===== src/rtl/cprv_hazard_ctrl.sv =====
// cprv_hazard_ctrl: scoreboard RAW interlock between IF and ID with a saturating stall-cycle counter
// Ports: clk, rst_n (async, active-low); valid_if_i/ready_if_o/instr_data_if_i IF handshake;
//   valid_id_o/ready_id_i ID handshake; wb_valid_i/wb_rd_addr_i retiring register write;
//   flush_i clears in-flight tracking; stall_o hazard this cycle; stall_cnt_o stall-cycle count.
module cprv_hazard_ctrl #(
  parameter int INSTR_WIDTH     = 32,
  parameter int CNT_WIDTH       = 2,
  parameter int STALL_CNT_WIDTH = 32
) (
  input  logic                       clk,
  input  logic                       rst_n,
  input  logic                       valid_if_i,
  output logic                       ready_if_o,
  input  logic [INSTR_WIDTH-1:0]     instr_data_if_i,
  output logic                       valid_id_o,
  input  logic                       ready_id_i,
  input  logic                       wb_valid_i,
  input  logic [4:0]                 wb_rd_addr_i,
  input  logic                       flush_i,
  output logic                       stall_o,
  output logic [STALL_CNT_WIDTH-1:0] stall_cnt_o
);
  logic [6:0] opc;
  logic [4:0] rs1, rs2, rd;
  logic use1, use2, wrd, hazard, issue;
  logic [31:0] inc, dec;
  // entry 0 is never written after reset, so reads of x0 always see zero
  logic [31:0][CNT_WIDTH-1:0] pend;
  assign opc = instr_data_if_i[6:0];
  assign rs1 = instr_data_if_i[19:15];
  assign rs2 = instr_data_if_i[24:20];
  assign rd  = instr_data_if_i[11:7];
  assign wrd  = opc inside {7'b0110011, 7'b0111011, 7'b0010011, 7'b0011011, 7'b0000011};
  assign use2 = opc inside {7'b0110011, 7'b0111011, 7'b0100011};
  assign use1 = wrd | use2;
  assign hazard = valid_if_i & ((use1 & |pend[rs1]) | (use2 & |pend[rs2]) |
                                (wrd & |rd & &pend[rd]));
  assign stall_o    = hazard;
  assign valid_id_o = valid_if_i & ~hazard;
  assign ready_if_o = ready_id_i & ~hazard;
  assign issue      = valid_id_o & ready_id_i;
  assign inc = (issue & wrd) ? 32'd1 << rd : '0;
  assign dec = wb_valid_i ? 32'd1 << wb_rd_addr_i : '0;
  always_ff @(posedge clk or negedge rst_n)
    if (!rst_n) begin
      pend        <= '0;
      stall_cnt_o <= '0;
    end else begin
      if (stall_o && ~&stall_cnt_o) stall_cnt_o <= stall_cnt_o + 1'b1;
      for (int r = 1; r < 32; r++)
        if (flush_i) pend[r] <= '0;
        else if (inc[r] != (dec[r] && |pend[r])) pend[r] <= inc[r] ? pend[r] + 1'b1 : pend[r] - 1'b1;
    end
endmodule


===== config.mk =====
export PLATFORM = sky130hd
export DESIGN_NAME = cprv_hazard_ctrl
export DESIGN_NICKNAME = d
export VERILOG_FILES = /design/src/rtl/cprv_hazard_ctrl.sv
export SDC_FILE = /design/constraint.sdc
export NUM_CORES = 1
export LEC_CHECK = 0
export BUFFER_PORTS_ARGS = -buffer_cell sky130_fd_sc_hd__buf_2
export CAP_MARGIN = 20
export CORE_MARGIN = 2
export CORE_UTILIZATION = 60
export DETAILED_ROUTE_END_ITERATION = 10
export PLACE_DENSITY_LB_ADDON = 0.2
export RECOVER_POWER = 100
export SLEW_MARGIN = 5
export SYNTH_ARGS = -nofsm -noshare
export SYNTH_HDL_FRONTEND = slang
export SYNTH_SLANG_ARGS = --single-unit

===== constraint.sdc =====
create_clock -name clk -period 5.8 [get_ports clk]
set_clock_uncertainty 0.05 [all_clocks]
set_input_delay 1.45 -clock clk [delete_from_list [all_inputs] [get_ports clk]]
set_output_delay 1.45 -clock clk [all_outputs]
set_load 0.02 [all_outputs]

==> run summary <==
=====================================================================================
Proportion of netlist area held by the largest area contributor                 35.4%
Crit path setup slack, layout                                                0.276 ns
Worst path cell trace                                                    clkbuf_2, buf_4, o21ai_0, mux4_2, o22ai_1, nor3_1, or2_2, and3_1, nor2b_1, buf_2
Area contributors post-synth                                             dfrtp_1 (35%), a21oi_1 (5.0%), nor2_1 (4.2%)
Global-route total usage across every layer                                     35.7%
Final Util                                                                      64.9%
Pin count of the biggest net entering global routing                               52
H-tree depth                                                                        3
Max-cap check violation count                                                       2
First-pass GRT wire length                                                   32200 um
Clock slew seen by the registers of the worst setup and hold paths            0.10 ns
Clock tree buffer depth                                                             2
RSZ-0062 raised after global routing                                               no
Wire length per cell after detailed routing                                   20.7 um
Synthesized area per cell                                                    8.37 um2
Violations in the final reports                                          max-capacitance violations, max-slew violations
Vias per Instance                                                                6.71
Via count of the first global-routing pass                                       6154
Final Cycle Share                                                               95.2%
Number of nets still failing antenna checks after routing                           0
Library cell used as clock root buffer                                       clkbuf_8
Number of post-CTS setup repair buffers                                             0
CTS sink cnt                                                                       94
Post-synthesis cell type with the largest combined area                       dfrtp_1
Cell Area, Placed                                                            6980 um2
Clock Latency Late Sink                                                       0.39 ns
Last weighted congestion value of the routability-driven placer                 0.970
Max-slew headroom                                                              -86.3%
Hold WC Path Type                                                             reg2reg
Die Height                                                                     109 um
Number of enable flip-flop cells after synthesis                                    0
Areal power density over the cells                                         181 nW/um2
Total number of vias                                                             6562
Primary flip-flop cell chosen by synthesis mapping                            dfrtp_1
Hold Buf Count CTS                                                                  0
Count of routing violations after the opening detailed-route iteration            870
Synthesized netlist cell count                                                    793
DRC errors left                                                                     0
Count of TritonRoute iterations in the first routing pass                           5
Number of clock buffers inserted by TritonCTS                                       9
Final critical delay including setup and external delays                      5.52 ns
Actual slew at the worst max-slew pin                                         2.79 ns
WP data arrival                                                               4.02 ns
Largest fanout of any net on the critical path                                     23
Core box area                                                               10800 um2
Nets in the synthesized netlist                                                   837
Count of input and output buffers                                                  67
Starting density of the core                                                    61.3%
IO Pins                                                                            78
Part of the Yosys area used for sequential elements                             35.4%
Final Max Tran Viols                                                               78
Fraction of final layout cells with drive strength greater than 1               9.31%
Final Hold Viols                                                                    0
Count of antenna diodes in the layout                                               0
Run status                                                               finished with violations
Fillcell total                                                                    956
Leakage power                                                              0.00283 uW
Sequential cell area in the final layout                                     2350 um2
Wirelength, routed                                                           20200 um
Number of warning messages in the yosys log                                         2
Category of the worst setup path capture point                            output port
Number of gates given a new drive strength after cts                                0
Area Overhead vs Synth                                                          5.92%
Number of flip-flops and latches in the synthesized netlist                        94
Initial antenna violation count                                                     0
Count of unique library cells instantiated by Yosys                                74
Total die area                                                              11900 um2
Worst-path cell with the longest stage delay                                   mux4_2
Cell row count                                                                     38
Post-Route Setup TNS                                                             0 ns
Startpoint types                                                            input pin
Total number of nets in the final design                                          877
Final standard cell area without fillers                                     7030 um2
Worst voltage drop across the vdd grid                                     0.000158 V
Count of final setup violators                                                      0
Class of the most critical setup path                                          in2out
Post-Synthesis Cell Area                                                     6640 um2
Peak Freq                                                                     181 MHz
Worst Setup Slack post-DPL                                                   0.456 ns
Sum of net half-perimeters after detailed placement                          14900 um
Overall overflow remaining after global route                                       0
Worst Hold Margin                                                            0.449 ns
Horizontal extent of the die                                                   109 um
TritonCTS clock tree                                                            built
Worst Path Required                                                           4.30 ns
Multi-input gate area in the final layout                                    3950 um2
Ys async rst share                                                               100%
Largest stage delay on the critical path                                      0.51 ns
=====================================================================================
final cells by class:
cell class              instances  share of cell area, %
inverters                       7                  0.374
clock buffers                  12                   2.35
multi-input cells             647                   56.2
well taps                     140                   2.49
repair buffers                 74                   4.77
flip-flops and latches         94                   33.4
clock inverters                 4                  0.391
synthesized netlist by cell type (3+ instances only):
cell	instances
inv_1	7
a21oi_1	66
clkbuf_1	25
o21ai_0	37
a31oi_1	7
nand2b_1	20
nor2b_1	21
buf_2	10
o211ai_1	12
or4_1	4
a21boi_0	5
nor3_2	4
nor4b_1	4
nand3_1	39
nor2_1	75
o22ai_1	3
and3_1	26
a2bb2oi_1	3
nor4_1	14
buf_6	4
a21o_1	10
or3_1	9
nand2_1	71
mux2_2	4
buf_4	5
and2_1	23
o2111ai_1	5
xnor2_1	31
nor3_1	37
xor2_1	7
nor3b_1	15
dfrtp_1	94
a22oi_1	3
mux4_2	10
a211oi_1	3
o21a_1	4
nand4_1	26
nand3b_1	3
cells by family (layout without fill, tap and decap cells):
kind of cell,after synthesis,count (layout),synth area share (%)
AOI/OAI and AO/OA,183,183,17.6
adders and majority gates,1,1,0.188
xor gates and xnor gates,38,38,5.01
DFF,94,94,35.4
buffers and inverters,52,97,3.86
and+or+nand+nor,409,409,33.5
muxes,16,16,4.37
power by group:
group	total [uW]	internal, uW	switching [uW]
Sequential	668	660	7.99
Clock	446	192	253
Combinational	158	43.8	114
Total	1270	896	375
sequential cells by signal (all words and copies together) (netlist names):
signal,cells
pend,62
stall_cnt_o,32
worst max-delay path: cells and delay by family:
kind	cells	cell delay, ns
AO/OA/AOI/OAI	2	0.51
buffers and inverters	3	0.81
AND/OR/NAND/NOR	4	0.72
multiplexers	1	0.51
final timing paths:
kind	startpoint	to	slack (ns)	cells past startpoint
setup / recovery	instr_data_if_i[8]	ready_if_o	0.28	10
hold / removal	stall_cnt_o[16]	stall_cnt_o[16]	0.45	1
setup reg to reg	pend[20]	pend[40]	1.49	9
hold reg to reg	stall_cnt_o[16]	stall_cnt_o[16]	0.45	1
max in group asynchronous	rst_n	pend[42]	1.50	2
min in group asynchronous	rst_n	pend[15]	1.89	1
per-stage QoR:
stage	std cells	total power, uW
2_1_floorplan	793	781
3_3_place_gp	962	842
3_5_place_dp	962	845
4_1_cts	978	1280
5_1_grt	978	1320
6_report	978	1270
layout by cell type, fill, tap and decap left out, types with 3 or more instances in the layout:
cell type  Yosys  layout
and3_1        26      26
o21a_1         4       4
or4_1          4       4
xor2_1         7       7
o2111ai_1      5       5
a211oi_1       3       3
nand3_1       39      39
a2bb2oi_1      3       3
nor2b_1       21      21
mux4_2        10      10
nor4b_1        4       4
nor3_1        37      39
a21oi_1       66      66
nor3_2         4       3
clkbuf_8       0      12
nand2b_1      20      21
o21ai_0       37      37
mux2_2         4       4
a21boi_0       5       5
nor3b_1       15      15
inv_1          7       7
or3_1          9       9
nand4_1       26      26
buf_2         10      32
a22oi_1        3       3
a21o_1        10      10
nor4_1        14      16
o22ai_1        3       4
xnor2_1       31      31
nand2_1       71      71
and2_1        23      23
dfrtp_1       94      94
o211ai_1      12      13
nor2_1        75      76
nand3b_1       3       3
clkbuf_1      25      36
a31oi_1        7       7
buf_4          5       4
per-layer routing:
metal	share of wire (%)	vias up	wire length (um)	global-route usage, %
met1	43	3179	8620	49.3
met3	7.8	59	1580	6.04
met5	0	-	0	0
met4	4.4	0	889	19.0
met2	45	324	9160	53.7
li1	-	3000	-	-
Note: power is estimated with default switching activity, not from simulation.
